`src/rtl/cpu_step_ctrl_pkg.sv`:
```
// Shared encodings for the run/step/breakpoint sequencer: FSM states and
// run-rate select codes.
package cpu_step_ctrl_pkg;

   localparam logic [1:0] ST_HALT = 2'd0;
   localparam logic [1:0] ST_STEP = 2'd1;
   localparam logic [1:0] ST_RUN  = 2'd2;
   localparam logic [1:0] ST_BRK  = 2'd3;

   localparam logic [1:0] SPD_EVERY = 2'b00;
   localparam logic [1:0] SPD_2P8   = 2'b01;
   localparam logic [1:0] SPD_2P16  = 2'b10;
   localparam logic [1:0] SPD_MAX   = 2'b11;

endpackage

```
`src/rtl/cpu_step_ctrl_run_tick_gen.sv`:
```
// Run-rate divider: counts while enabled and pulses tick on the terminal count
// chosen by speed_sel, then wraps to zero.
module run_tick_gen
   import cpu_step_ctrl_pkg::*;
#(
   parameter int unsigned RUN_DIV_W = 24
) (
   input  logic       clk,
   input  logic       rst,
   input  logic       clr,
   input  logic [1:0] speed_sel,
   output logic       tick
);

   logic [RUN_DIV_W-1:0] div;
   logic [RUN_DIV_W-1:0] term;

   always_comb begin
      term = '0;
      case (speed_sel)
         SPD_EVERY: term = '0;
         SPD_2P8:   term[7:0] = '1;
         SPD_2P16:  term[15:0] = '1;
         SPD_MAX:   term = '1;
      endcase
   end

   // Held clear outside RUN so every entry to RUN starts from zero.
   assign tick = !clr && (div == term);

   always_ff @(posedge clk or negedge rst) begin
      if (!rst) begin
         div <= '0;
      end else if (clr || tick) begin
         div <= '0;
      end else begin
         div <= div + 1'b1;
      end
   end

endmodule

```
`src/rtl/cpu_step_ctrl.sv`:
```
// Run/step/breakpoint sequencer issuing one-cycle CPU clock-enables, with a
// step counter and sticky breakpoint flag for the board display.
module cpu_step_ctrl
   import cpu_step_ctrl_pkg::*;
#(
   parameter int unsigned ADDR_W    = 32,
   parameter int unsigned BRK_W     = 8,
   parameter int unsigned RUN_DIV_W = 24,
   parameter int unsigned CNT_W     = 16
) (
   input  logic              clk,
   input  logic              rst,
   input  logic              step_pulse,
   input  logic              run_pulse,
   input  logic              brk_en,
   input  logic [BRK_W-1:0]  brk_addr,
   input  logic [1:0]        speed_sel,
   input  logic [ADDR_W-1:0] pc_i,
   output logic              cpu_ce_o,
   output logic [1:0]        state_o,
   output logic [CNT_W-1:0]  step_cnt_o,
   output logic              brk_hit_o
);

   logic [1:0]       state;
   logic             ce;
   logic [CNT_W-1:0] cnt;
   logic             brk_hit;
   logic             skip;
   logic             tick;
   logic             brk_match;
   logic             unused_pc;

   run_tick_gen #(
      .RUN_DIV_W(RUN_DIV_W)
   ) u_tick (
      .clk       (clk),
      .rst       (rst),
      .clr       (state != ST_RUN),
      .speed_sel (speed_sel),
      .tick      (tick)
   );

   // Word-index compare; skip lets the first tick of a run leave the breakpoint PC.
   assign brk_match = brk_en && !skip && (pc_i[BRK_W+1:2] == brk_addr);
   assign unused_pc = ^{pc_i[ADDR_W-1:BRK_W+2], pc_i[1:0]};

   always_ff @(posedge clk or negedge rst) begin
      if (!rst) begin
         state   <= ST_HALT;
         ce      <= 1'b0;
         cnt     <= '0;
         brk_hit <= 1'b0;
         skip    <= 1'b0;
      end else begin
         ce <= 1'b0;
         if (ce) begin
            cnt <= cnt + 1'b1;
         end
         case (state)
            ST_HALT: begin
               if (run_pulse) begin
                  state <= ST_RUN;
                  skip  <= 1'b1;
               end else if (step_pulse) begin
                  state <= ST_STEP;
                  ce    <= 1'b1;
               end
            end
            ST_STEP: begin
               state <= ST_HALT;
            end
            ST_RUN: begin
               if (run_pulse) begin
                  state <= ST_HALT;
               end else if (tick) begin
                  if (brk_match) begin
                     state   <= ST_BRK;
                     brk_hit <= 1'b1;
                  end else begin
                     ce   <= 1'b1;
                     skip <= 1'b0;
                  end
               end
            end
            ST_BRK: begin
               if (run_pulse) begin
                  state   <= ST_RUN;
                  skip    <= 1'b1;
                  brk_hit <= 1'b0;
               end else if (step_pulse) begin
                  state   <= ST_STEP;
                  ce      <= 1'b1;
                  brk_hit <= 1'b0;
               end
            end
         endcase
      end
   end

   assign cpu_ce_o   = ce;
   assign state_o    = state;
   assign step_cnt_o = cnt;
   assign brk_hit_o  = brk_hit;

endmodule

```
`config.mk`:
```
export PLATFORM = sky130hd
export DESIGN_NAME = cpu_step_ctrl
export DESIGN_NICKNAME = d
export VERILOG_FILES = /design/src/rtl/cpu_step_ctrl_pkg.sv /design/src/rtl/cpu_step_ctrl_run_tick_gen.sv /design/src/rtl/cpu_step_ctrl.sv
export SDC_FILE = /design/constraint.sdc
export NUM_CORES = 1
export LEC_CHECK = 0
export ABC_AREA = 1
export BUFFER_PORTS_ARGS = -buffer_cell sky130_fd_sc_hd__buf_2
export CORE_ASPECT_RATIO = 1.25
export CORE_UTILIZATION = 42
export CTS_CLUSTER_SIZE = 10
export DETAILED_ROUTE_END_ITERATION = 8
export HOLD_SLACK_MARGIN = 0.03
export PLACE_DENSITY = 0.66
export SLEW_MARGIN = 20
export SYNTH_ARGS = -nofsm -noshare
export SYNTH_HDL_FRONTEND = slang
export SYNTH_SLANG_ARGS = --single-unit
```
`constraint.sdc`:
```
create_clock -name clk -period 1.77 [get_ports clk]
set_input_delay 0.0885 -clock clk [delete_from_list [all_inputs] [get_ports clk]]
set_output_delay 0.0885 -clock clk [all_outputs]
set_load 0.01 [all_outputs]
```
After elaboration in Yosys (flattened, before gate mapping)
Index checks and enable logic that the tools add are counted.
{ "word_totals": {"ff_bits": 45, "input_bits": 47, "output_inout_bits": 20} }
{ "op_classes": {"add_sub_neg": 2, "n_eq_ne": 18, "mux": 27, "n_reduce_logical": 16} }
{ "ops": {"columns": ["cell", "count"], "rows": [
  ["$add A24 B1 Y24 const B", 1],
  ["$eq A24 B24 Y1", 1],
  ["$mux W24", 1],
  ["$add A16 B1 Y16 const B", 1],
  ["$mux W8", 2],
  ["$pmux W8 S2", 1],
  ["$mux W1", 14],
  ["$mux W2", 5],
  ["$reduce_and A5 Y1", 2],
  ["$eq A2 B2 Y1 const B", 4],
  ["$eq A8 B8 Y1", 1],
  ["$ne A2 B2 Y1 const B", 4],
  ["$ne A3 B3 Y1 const B", 2],
  ["$pmux W1 S2", 3],
  ["$pmux W2 S3", 1],
  ["$eq A2 B1 Y1 const B", 2],
  ["$logic_not A2 Y1", 2],
  ["$ne A2 B1 Y1 const B", 2],
  ["$reduce_bool A2 Y1", 2],
  ["$reduce_or A2 Y1", 2],
  ["$logic_and A1 B1 Y1", 3],
  ["$ne A3 B1 Y1 const B", 1],
  ["$ne A3 B2 Y1 const B", 1],
  ["$reduce_and A3 Y1", 1],
  ["other kinds (3)", 4]
]} }

Logic depth before layout (Yosys ltp)
Gate-level depths: netlist of the first run.
{ "depth": {"word_depth": 8, "ltp_mapped": 12, "depth_no_buf": 12} }

Hierarchy
Synthesis of the first run repeated with hierarchy kept, for this count alone.
{ "hier_totals": {"cells_unflattened": 370, "hier_area_um2": 2841.5} }
{ "by_module_without_submodules": {"columns": ["module", "n_inst", "cells_each", "area_each_um2", "seq_area_each_um2"], "rows": [
  ["run_tick_gen", 1, 200, 1490.2, 600.6],
  ["cpu_step_ctrl", 1, 170, 1351.3, 525.5]
]} }

Worst setup path after synthesis of the first run
Ideal clock, no wire load.
{ "synth_path": {"path_type": "reg2reg", "startpoint": "reg u_tick.div[0]", "endpoint": "reg u_tick.div[22]", "setup_ns": 0.123, "t_arrival_ns": 1.449, "t_required_ns": 1.647, "slack_ns": 0.198, "path_stages_with_launch": 11, "path_buffers": 0, "cell_sequence": "dfrtp_1 > ha_1 > nand2_1 > nor2_1 > nand2_2 > nor2_4 > nand3_1 > clkinv_1 > nand2_1 > o21ai_0 > a21oi_1"} }
{ "synth_between": {"elab_chain_len": 4, "word_cells_on_any_way": 5, "cone_classes": "add/sub: 1; eq/ne: 1; mux: 1; reduce/logical: 2"} }
{ "synth_rtl": {"columns": ["item", "line", "rtl"], "rows": [
  ["start: declaration", "cpu_step_ctrl_run_tick_gen.sv:15", "logic [RUN_DIV_W-1:0] div;"],
  ["start signal: assignment", "cpu_step_ctrl_run_tick_gen.sv:37", "div <= div + 1'b1;"],
  ["branches (longest 3 deep; another with $add A24 B1 Y24)", null, null],
  ["$mux W24 *", "cpu_step_ctrl_run_tick_gen.sv:34", "end else if (clr || tick) begin"]
]} }
Mark *: on every way between the ends.
A chain may end at the register's enable or synchronous reset.

Worst setup path after layout of the first run
{ "layout_path": {"startpoint": "reg u_tick.div[14]", "endpoint": "reg u_tick.div[22]"} }
Same word-level chain as after synthesis.

==> qor.yml, run 1 <==
layout:
  num_antenna_cells: 0
  fin_nets: 435
  drive_gt1_frac: 0.2161
  area_delta_synth_final_pct: 19.63
  stdcell_count: 450
synthesis:
  synthMuxAreaShare: 0.004416
  synthSimpleGateAreaFrac: 0.3194
  yosys.area_share.adder: 0.02453
  synthXorXnorAreaFrac: 0.07556
  synth.avg_cell_area_um2: 7.798
  syn-cell-area_um2: 2550
  yosysTopAreaCell: "dfrtp_1"
  synth_async_sr_flop_share: 1.000
  yosysMostFrequentCell: "nand2_1"
  synth.area.top_cells: "dfrtp_1 (44%), nand2_1 (12%), nor2_1 (6.5%)"
  synth_top_family_by_area: "simple AND/OR/NAND/NOR gates"
  synth-edff-count: 0
  synthFlopType: "dfrtp_1"
  synthCells: 327
  synth_nets: 379
  ys_top_cells_by_count: "nand2_1 (79), dfrtp_1 (45), nor2_1 (44)"
  ys_ff_latch: 45
  synth_cell_types: 28
  synth_compound_area_frac: 0.06428
  synth_top_area_share: 0.4416
  yosysSeqAreaShare: 0.4416
  ys_warn_count: 0
setup_path:
  cp_data_arrival_time_ns: 1.84
  critPathRequiredTime_ns: 1.96
  critPathLaunch: "u_tick.div[14]"
  cp_common_cell: "nand2_1"
  start_kind: "flop"
  end_kind: "flop"
  cp_num_buf_inv: 1
  r2r_slack_ns: 0.12
  r2r_end: "u_tick.div[22]"
  crit_fanout: 8
  r2r_cells: 10
  cp_top_family: "simple AND/OR/NAND/NOR gates"
  path_cells: "or2_1 -> nor2_1 -> nand2_1 -> nand2_1 -> nand2_1 -> nor2_4 -> nor2_4 -> buf_4 -> o21ai_0 -> a21oi_1"
  endpoint: "u_tick.div[22]"
  cp_slowest_cell: "dfrtp_1"
  cp.depth: 10
  slowest_delay_ns: 0.43
  criticalPathCategory: "flop to flop"
  rr_startpoint: "u_tick.div[14]"
power_and_ir_drop:
  peakVddDrop_v: 0.0004098
  swShare: 0.3225
  p_sw_mw: 0.9804
  pwr_density_cell_nw_per_um2: 996.4
  p_int_mw: 2.059
  share_seq_of_total_power: 0.416
  leakage_nw: 1.562
  clockPowerShare: 0.302
  pwr-share-comb: 0.282
detailed_routing:
  routed_via_density: 4.936
  drtIter0Drc: 135
  drcViolationCount: 0
  drtPass1Iterations: 4
  ant_nets: 0
  post_drt_wl_per_cell_um: 11.04
  vias: 2221
  drt-total-wl_um: 4970
sta:
  setup_viol: 0
  final_max_slew_viol_count: 0
  fin_crit_ns: 1.654
  rsz0062_at_grt: "no"
  tns_ns: 0
  skew_ns: 0.007579
  finalHoldViolCount: 0
  fin_crit_sh: 0.9344
  tightest_slew_ns: 0.5578
  relSlewSlack: 0.6281
  layout_setup_ws_ns: 0.1161
  max_freq_mhz: 604.6
die:
  ios: 67
  start_util: 0.4383
  die_area_um2: 6389
  die_w_um: 71.69
  core-area_um2: 5818
  fp.dieH_um: 89.12
  rows: 31
place:
  dp_cells: 438
  portBuffers: 42
  place_congestion: 0.8385
  post-place-ws_ns: 0.1185
  dp_hpwl_um: 3670
global_routing:
  grt_max_degree: 46
  grt_pass1_vias: 2098
  grt-ovfl-total: 0
  grt_first_pass_wirelength_um: 8638
  grt.total_usage: 0.1696
  antenna_found_initial: 0
clock_tree:
  cts_num_sinks: 45
  cts_tree: "done"
  clk_pin_slew_ns: 0.09
  h-tree-depth: 2
  cts-root-buf: "clkbuf_8"
  clockBufferDepth: 2
  numCtsBuffers: 5
  clk_latency_ns: 0.30
flow_run:
  drv_cap: 0
outcome:
  status: "finished clean"
hold_path:
  hold_class: "primary input to flop"
==> cells by family after synthesis <==
group                    count (synthesis)
AND/OR/NAND/NOR                        178
buffers and inverters                   45
flip-flops                              45
AO/OA/AOI/OAI                           31
XOR/XNOR                                22
adder cells (fa/ha/maj)                  5
multiplexers                             1
==> worst min-delay path: cells and delay by family <==
family	cells	cell delay [ns]
compound gates	1	0.06
simple gates	1	0.07
buf+inv	1	0.10
==> cells in the final DEF (no fill, tap or decap), types with 2 or more instances in the layout <==
master	instances
nor2_2	8
o21ai_0	10
clkbuf_8	5
dfrtp_1	45
nor2_1	40
ha_1	5
nand3_1	16
nand2_1	77
a31oi_1	3
nor2_4	4
nand2_2	5
inv_1	42
or2_1	2
a211oi_1	2
bufinv_16	2
xnor2_1	8
xor2_1	14
a21oi_1	16
buf_2	42
nor3_2	3
nor3_1	8
nand4_1	8
buf_4	7
or2_2	2
==> metal layers <==
layer	vias to the layer above	global-route usage	part of all wire
met5	-	0	0
met2	39	0.3079	0.51
li1	1149	-	-
met1	1026	0.2041	0.45
met3	7	0.02818	0.025
met4	0	0.05704	0.014
==> how the worst min path moves through the flow <==
| stage | start | depth (start not counted) | slack [ns] | endpoint |
|---|---|---|---|---|
| after floorplan | rst | 0 | -0.21 | brk_hit_o |
| after global placement | rst | 2 | 0.21 | u_tick.div[11] |
| after detailed placement | rst | 2 | 0.21 | u_tick.div[13] |
| after CTS | step_pulse | 3 | 0.05 | cpu_ce_o |
| after global routing | step_pulse | 3 | 0.08 | cpu_ce_o |
| final | step_pulse | 3 | 0.06 | cpu_ce_o |
==> sequential cells by signal, summed over array words and instances (netlist names) <==
| name | cells |
|---|---|
| u_tick.div | 24 |
| state_o | 2 |
| step_cnt_o | 16 |
| cpu_ce_o | 1 |
| skip | 1 |
| brk_hit_o | 1 |
==> final cells by class <==
| class | instances | area (um2) |
|---|---|---|
| clock inverters | 3 | 65.06 |
| flip-flops and latches | 45 | 1126 |
| fillers | 562 | 2768 |
| clock buffers | 5 | 68.82 |
| multi-input cells | 237 | 1265 |
| well taps | 66 | 82.58 |
| inverters | 44 | 170.2 |
| repair buffers | 50 | 272.8 |
==> metrics by stage <==
step                        util  area [um2]  power (mW)  hold slack, ns
after floorplan                -        2550       1.837         -0.2071
after global placement    0.4918        2861       2.074          0.2098
after detailed placement  0.4918        2861       2.093          0.2093
after CTS                 0.5166        3005       3.020         0.05494
after global routing      0.5243        3050       3.251         0.07877
final                     0.5243        3050       3.040         0.06288
==> power by group through the flow <==
stage / Combinational (mW) / Clock [mW] / Sequential (mW)
after floorplan: 0.527 / 0 / 1.31
after global placement: 0.789 / 0 / 1.28
after detailed placement: 0.806 / 0 / 1.29
after CTS: 0.811 / 0.942 / 1.27
after global routing: 0.986 / 0.979 / 1.29
final: 0.857 / 0.918 / 1.26
==> what timing repair did <==
action / CTS / global route
hold buffers: 1 / 0
endpoints found under the hold margin: 45 / 0
resized for setup: 0 / 8
endpoints found under the setup margin: 0 / 21
setup buffers: 0 / 3
No activity file was read; power rests on OpenSTA's default activity.
==> inputs of run 2 (changes only) <==
- CORE_MARGIN: not set -> 1
- CORE_UTILIZATION: 42 -> 50
- PLACE_DENSITY: 0.66 -> 0.75
- SYNTH_HIERARCHICAL: not set -> 1
==> run 2 against run 1 <==
Net effect: register-to-register slack got worse by 0.08 ns; area after synthesis rose by 11%; cell count rose by 14%; setup slack got worse by 0.078 ns; sequential power barely moved; die area fell by 6.2%; critical endpoint is now brk_hit_o; utilization rose by 12 points; sequential share of layout area fell by 4.8 points; clock skew rose by 0.0031 ns; non-clock buffer count rose by 26.
==> qor.yml, run 2 <==
place:
  placedInstanceArea_um2: 3332  # was 2861 um2
  place_congestion: 0.8357  # was 0.8385
  dp_hpwl_um: 4481  # was 3670 um
  post-place-ws_ns: -0.04678  # was 0.1185 ns
  portBuffers: 42  # unchanged
  dp_cells: 503  # was 438
layout:
  final_cell_mix: "nand2_1 (94), nor2_1 (57), dfrtp_1 (45)"  # was nand2_1 (77), dfrtp_1 (45), inv_1 (42), buf_2 (42), nor2_1 (40)
  multi_input_area_um2: 1545  # was 1265 um2
  n_fill_cell: 457  # was 562
  stdcell_count: 515  # was 450
  fin_nets: 502  # was 435
  top_register: "u_tick/div"  # was u_tick.div
  largest_reg_flops: 24  # unchanged
  num_antenna_cells: 0  # unchanged
  final_area_um2: 3505  # was 3050 um2
  area_delta_synth_final_pct: 23.34  # was 19.63%
  final_common_cell: "nand2_1"  # unchanged
  register_area_um2: 1126  # unchanged
  drive_gt1_frac: 0.2838  # was 0.2161
synthesis:
  syn-cell-area_um2: 2841  # was 2550 um2
  ys_ff_latch: 45  # unchanged
  synth.avg_cell_area_um2: 7.680  # was 7.798 um2
  yosysMostFrequentCell: "nand2_1"  # unchanged
  synthCells: 370  # was 327
  synth_nets: 422  # was 379
  ys_warn_count: 6  # was 0
  yosysSeqAreaShare: 0.3963  # was 0.4416
  synth-edff-count: 0  # unchanged
  yosysTopAreaCell: "dfrtp_1"  # unchanged
  synth.area.top_cells: "dfrtp_1 (40%), nand2_1 (13%), nor2_1 (7.8%)"  # was dfrtp_1 (44%), nand2_1 (12%), nor2_1 (6.5%)
  synth_cell_types: 30  # was 28
  ys_top_cells_by_count: "nand2_1 (96), nor2_1 (59), dfrtp_1 (45)"  # was nand2_1 (79), dfrtp_1 (45), nor2_1 (44)
  synthFlopType: "dfrtp_1"  # unchanged
  synth_async_sr_flop_share: 1.000  # unchanged
  synth_top_area_share: 0.3963  # was 0.4416
setup_path:
  r2r_end: "brk_hit_o"  # was u_tick.div[22]
  end_kind: "flop"  # unchanged
  critPathRequiredTime_ns: 1.96  # about the same
  criticalPathCategory: "flop to flop"  # unchanged
  slowest_delay_ns: 0.40  # was 0.43 ns
  rr_startpoint: "u_tick/div[19]"  # was u_tick.div[14]
  path_cells: "nor2_1 -> nand2_1 -> nor2_1 -> nand2_1 -> nand2_1 -> nand2_2 -> nor3_4 -> inv_2 -> nor2_4 -> nand4_1 -> nand2_1 -> nand2_1 -> nand2_1 -> nand2_1"  # was or2_1 -> nor2_1 -> nand2_1 -> nand2_1 -> nand2_1 -> nor2_4 -> nor2_4 -> buf_4 -> o21ai_0 -> a21oi_1
  start_kind: "flop"  # unchanged
  r2r_cells: 14  # was 10
  cp_common_cell: "nand2_1"  # unchanged
  cp_slowest_cell: "dfrtp_1"  # unchanged
  crit_fanout: 3  # was 8
  cp_data_arrival_time_ns: 1.92  # was 1.84 ns
  r2r_slack_ns: 0.04  # was 0.12 ns
flow_run:
  drv_cap: 0  # unchanged
power_and_ir_drop:
  p_sw_mw: 1.041  # was 0.9804 mW
  peakVddDrop_v: 0.0004560  # was 0.0004098 V
  pwr_density_cell_nw_per_um2: 819.0  # was 996.4 nW/um2
  pwr-share-comb: 0.338  # was 0.282
  clockPowerShare: 0.224  # was 0.302
  swShare: 0.3628  # was 0.3225
  p_int_mw: 1.829  # was 2.059 mW
  share_seq_of_total_power: 0.438  # was 0.416
  leakage_nw: 1.743  # was 1.562 nW
clock_tree:
  clk_pin_slew_ns: 0.08  # was 0.09 ns
  numCtsBuffers: 5  # unchanged
  clockBufferDepth: 2  # unchanged
  clk_latency_ns: 0.30  # about the same
  cts_tree: "done"  # unchanged
  h-tree-depth: 2  # unchanged
  cts_num_sinks: 45  # unchanged
  cts-root-buf: "clkbuf_8"  # unchanged
outcome:
  status: "finished clean"  # unchanged
detailed_routing:
  wl_met1_um: 2463  # was 2216 um
  drcViolationCount: 0  # unchanged
  ant_nets: 0  # unchanged
  drtPass1Iterations: 4  # unchanged
  drt-total-wl_um: 5858  # was 4970 um
  routed.top_layer: "met4"  # unchanged
  drtIter0Drc: 100  # was 135
  wl_met2_um: 3168  # was 2555 um
  wl_met3_um: 142  # was 126 um
  vias: 2555  # was 2,221
  post_drt_wl_per_cell_um: 11.37  # was 11.04 um
  routed_via_density: 4.961  # was 4.936
sta:
  fin_crit_sh: 0.9784  # was 0.9344
  tns_ns: 0  # unchanged
  final_max_slew_viol_count: 0  # unchanged
  skew_ns: 0.01064  # was 0.007579 ns
  fin_crit_ns: 1.732  # was 1.654 ns
  max_freq_mhz: 577.4  # was 604.6 MHz
  finalHoldViolCount: 0  # unchanged
  setup_viol: 0  # unchanged
  tightest_slew_ns: 0.5652  # was 0.5578 ns
  whs_ns: 0.06284  # was 0.06288 ns
  rsz0062_at_grt: "yes"  # was no
  layout_setup_ws_ns: 0.03823  # was 0.1161 ns
  relSlewSlack: 0.6232  # was 0.6281
hold_path:
  hold_end: "cpu_ce_o"  # unchanged
  holdPathStages: 3  # unchanged
  worstHoldStart: "step_pulse"  # unchanged
  hold_class: "primary input to flop"  # unchanged
die:
  rows: 30  # was 31
  die_w_um: 69.43  # was 71.69 um
  ios: 67  # unchanged
  start_util: 0.5221  # was 0.4383
  fp.dieH_um: 86.29  # was 89.12 um
  core-area_um2: 5443  # was 5818 um2
  die_area_um2: 5990  # was 6389 um2
global_routing:
  grt_max_degree: 46  # unchanged
  grt.total_usage: 0.2114  # was 0.1696
  grt-ovfl-total: 0  # unchanged
  antenna_found_initial: 0  # unchanged
  grt_pass1_vias: 2444  # was 2,098
  grt_first_pass_wirelength_um: 10170  # was 8638 um
## run 2: cell types whose count changed after synthesis, moves of 8 or more
cell,before,now
nand2_1,79,96
nor2_1,44,59
nor2_2,4,19
a21oi_1,16,3
xor2_1,14,24
o21ai_0,10,2
## run 2: worst max path at each step
stage	startpoint	end	slack (ns)	cells past startpoint
floorplan	u_tick/div[17]	brk_hit_o	0.14	11
global placement	u_tick/div[18]	brk_hit_o	0.01	12
detailed placement	u_tick/div[16]	brk_hit_o	-0.05	13
CTS	u_tick/div[16]	brk_hit_o	0.02	13
global route	u_tick/div[19]	brk_hit_o	-0.13	14
finish	u_tick/div[19]	brk_hit_o	0.04	14
## run 2: critical path, delay by kind of cell, from the launching register on
family | cells | cell delay [ns]
flip-flops | 1 | 0.40
AND/OR/NAND/NOR | 13 | 1.13
buffers and inverters | 1 | 0.07
## run 2: layout make-up
class | count | share of cell area
flip-flops and latches | 45 | 0.3213
repair buffers | 76 | 0.1371
inverters | 45 | 0.05212
clock inverters | 3 | 0.006069
multi-input cells | 277 | 0.4409
clock buffers | 5 | 0.01964
well taps | 64 | 0.02285
## run 2: metrics by stage
| step | util | power [mW] |
|---|---|---|
| 2_1_floorplan | - | 1.910 |
| 3_3_place_gp | 0.6122 | 2.191 |
| 3_5_place_dp | 0.6122 | 2.231 |
| 4_1_cts | 0.6352 | 2.887 |
| 5_1_grt | 0.6439 | 3.075 |
| 6_report | 0.6439 | 2.870 |
## run 2: layer usage
layer | vias up | global-route usage
met4 | 0 | 0.07236
met3 | 5 | 0.03488
met5 | - | 0
li1 | 1295 | -
met2 | 43 | 0.4113
met1 | 1212 | 0.2301
## run 2: cell families after synthesis
group                      count (synthesis)  share of synthesized area
and+or+nand+nor                          224                     0.3650
buffers and inverters                     48                    0.07749
DFF                                       45                     0.3963
xor gates and xnor gates                  36                     0.1110
AOI/OAI and AO/OA                         11                    0.02422
adders and majority gates                  5                    0.02202
muxes                                      1                   0.003963
## run 2: what timing repair did
action,CTS,global route
buffers inserted,2,2
hold buffers,1,0
setup endpoints to repair,1,9
gates resized for setup,3,10
pin swaps,1,4
hold endpoints to repair,45,0
## run 2: power by group through the flow
stage | sequential, mW | combinational [mW] | clock, mW
floorplan | 1.31 | 0.600 | 0
global placement | 1.27 | 0.921 | 0
detailed placement | 1.28 | 0.952 | 0
CTS | 1.26 | 0.962 | 0.665
global route | 1.28 | 1.10 | 0.699
finish | 1.26 | 0.971 | 0.642
==> inputs of run 3 (changes only) <==
- CORE_UTILIZATION: 50 -> 35
- PLACE_DENSITY: 0.75 -> not set
==> run 3 against run 2 <==
Net effect: flip-flop and latch count is the same; count of clock-buffer cells in the layout is the same; sequential share of layout area shrank 0.57 points; non-clock buffer count grew 2; wire length grew 2.2%; die area grew 42%; via count shrank 2.3%; global-route usage shrank 6.0 points; final area grew 1.8%; setup slack lost 0.036 ns; critical path type unchanged; critical endpoint unchanged; largest cell class unchanged; largest power group unchanged.
==> qor.yml, run 3 (synthesis gave the netlist of run 2 again) <==
flow_run:
  drv_cap: 0  # unchanged
place:
  dp_cells: 535  # was 503
  portBuffers: 42  # unchanged
  dp_hpwl_um: 4576  # was 4481 um
  place_congestion: 0.8289  # was 0.8357
layout:
  final_common_cell: "nand2_1"  # unchanged
  drive_gt1_frac: 0.2927  # was 0.2838
  final_cell_mix: "nand2_1 (92), nor2_1 (55), dfrtp_1 (45)"  # was nand2_1 (94), nor2_1 (57), dfrtp_1 (45)
  n_fill_cell: 801  # was 457
  area_delta_synth_final_pct: 25.58  # was 23.34%
  largest_reg_flops: 24  # unchanged
  fin_util: 0.4553  # was 0.6439
  num_antenna_cells: 0  # unchanged
  top_register: "u_tick/div"  # unchanged
  fin_nets: 504  # was 502
  stdcell_count: 546  # was 515
setup_path:
  criticalPathCategory: "flop to flop"  # unchanged
  start_kind: "flop"  # unchanged
  cp_common_cell: "nand2_1"  # unchanged
  cp_slowest_cell: "dfrtp_1"  # unchanged
  crit_fanout: 4  # was 3
  end_kind: "flop"  # unchanged
  cp_data_arrival_time_ns: 2.01  # was 1.92 ns
  slowest_delay_ns: 0.41  # was 0.40 ns
  critPathRequiredTime_ns: 2.02  # was 1.96 ns
  path_cells: "nand2_1 -> nor2_2 -> nand3_1 -> nand2_2 -> nand2_4 -> nor3_4 -> inv_2 -> nor2_4 -> nand4_1 -> or2_0 -> nand2_1"  # was nor2_1 -> nand2_1 -> nor2_1 -> nand2_1 -> nand2_1 -> nand2_2 -> nor3_4 -> inv_2 -> nor2_4 -> nand4_1 -> nand2_1 -> nand2_1 -> nand2_1 -> nand2_1
global_routing:
  grt.total_usage: 0.1509  # was 0.2114
  grt-ovfl-total: 0  # unchanged
  grt_max_degree: 46  # unchanged
  grt_first_pass_wirelength_um: 9701  # was 10,170 um
  antenna_found_initial: 0  # unchanged
  grt_pass1_vias: 2287  # was 2,444
clock_tree:
  cts_num_sinks: 45  # unchanged
  clk_latency_ns: 0.30  # about the same
  clockBufferDepth: 2  # unchanged
  numCtsBuffers: 5  # unchanged
  clk_pin_slew_ns: 0.08  # about the same
  cts_tree: "done"  # unchanged
  cts-root-buf: "clkbuf_8"  # unchanged
  h-tree-depth: 2  # unchanged
sta:
  finalHoldViolCount: 0  # unchanged
  rsz0062_at_grt: "yes"  # unchanged
  final_max_slew_viol_count: 0  # unchanged
  relSlewSlack: 0.6159  # was 0.6232
  tns_ns: 0  # unchanged
  tightest_slew_ns: 0.5762  # was 0.5652 ns
  fin_crit_ns: 1.767  # was 1.732 ns
  whs_ns: 0.04937  # was 0.06284 ns
  max_freq_mhz: 565.8  # was 577.4 MHz
  setup_viol: 0  # unchanged
  fin_crit_sh: 0.9986  # was 0.9784
  skew_ns: 0.007944  # was 0.01064 ns
die:
  die_area_um2: 8485  # was 5990 um2
  rows: 36  # was 30
  core-area_um2: 7838  # was 5443 um2
  ios: 67  # unchanged
  fp.dieH_um: 102.7  # was 86.29 um
  start_util: 0.3625  # was 0.5221
  die_w_um: 82.59  # was 69.43 um
hold_path:
  hold_class: "primary input to flop"  # unchanged
detailed_routing:
  routed_via_density: 4.571  # was 4.961
  post_drt_wl_per_cell_um: 10.96  # was 11.37 um
  drtPass1Iterations: 4  # unchanged
  drt-total-wl_um: 5985  # was 5858 um
  drtIter0Drc: 80  # was 100
  ant_nets: 0  # unchanged
  drcViolationCount: 0  # unchanged
  vias: 2496  # was 2,555
power_and_ir_drop:
  leakage_nw: 1.760  # was 1.743 nW
  peakVddDrop_v: 0.0003741  # was 0.0004560 V
  pwr_density_cell_nw_per_um2: 804.7  # was 819.0 nW/um2
outcome:
  status: "finished clean"  # unchanged
## run 3: cell count changes in the layout (fill, tap and decap cells not counted), sizes merged
cell,before,now
buf,75,77
clkinvlp,1,0
inv,45,44
## run 3: stage by stage
| step | setup WS, ns | area, um2 | total power [mW] |
|---|---|---|---|
| final | 0.002556 | 3568 | 2.872 |
| after global routing | -0.1720 | 3568 | 3.104 |
| after CTS | 0.002126 | 3487 | 2.864 |
| after detailed placement | -0.06531 | 3378 | 2.241 |
| after global placement | -0.02237 | 3378 | 2.213 |
| after floorplan | 0.1377 | 2841 | 1.910 |
## run 3: area by class of cell
class                      count  area [um2]  share of cell area
clock inverter                 1       5.005            0.001403
tap                           95       118.9             0.03331
multi-input combinational    277        1572              0.4404
sequential                    45        1126              0.3156
inverter                      45       182.7             0.05119
timing repair buffer          78       495.5              0.1388
clock buffer                   5       68.82             0.01928
## run 3: repair_timing
action / CTS / global route
endpoints found under the setup margin: 1 / 7
pin swaps: 1 / 10
buffers inserted: 2 / 3
hold endpoints to repair: 45 / 0
hold buffers: 1 / 0
gates resized for setup: 3 / 17
## run 3: metal layers
metal  track usage  part of all wire
met5             0                 0
met3       0.03097             0.034
met4       0.05305             0.019
met2        0.2873              0.53
met1        0.1614              0.42
## run 3: power breakdown
group / switching, mW / internal (mW)
Combinational: 0.580 / 0.435
Clock: 0.337 / 0.260
Sequential: 0.121 / 1.14
## run 3: path summary, 6_finish.rpt
check | endpoint | cells past startpoint | from | slack, ns
max | brk_hit_o | 11 | u_tick/div[12] | 0.003
min | cpu_ce_o | 3 | step_pulse | 0.05
max reg2reg | brk_hit_o | 11 | u_tick/div[12] | 0.003
min reg2reg | brk_hit_o | 2 | brk_hit_o | 0.48
max in group asynchronous | u_tick/div[12] | 3 | rst | 0.98
min in group asynchronous | step_cnt_o[7] | 3 | rst | 0.41
## run 3: worst max-delay path: cells and delay by family (launching register included)
family	cells	cell delay, ns
buffers and inverters	1	0.07
DFF	1	0.41
and+or+nand+nor	10	1.23
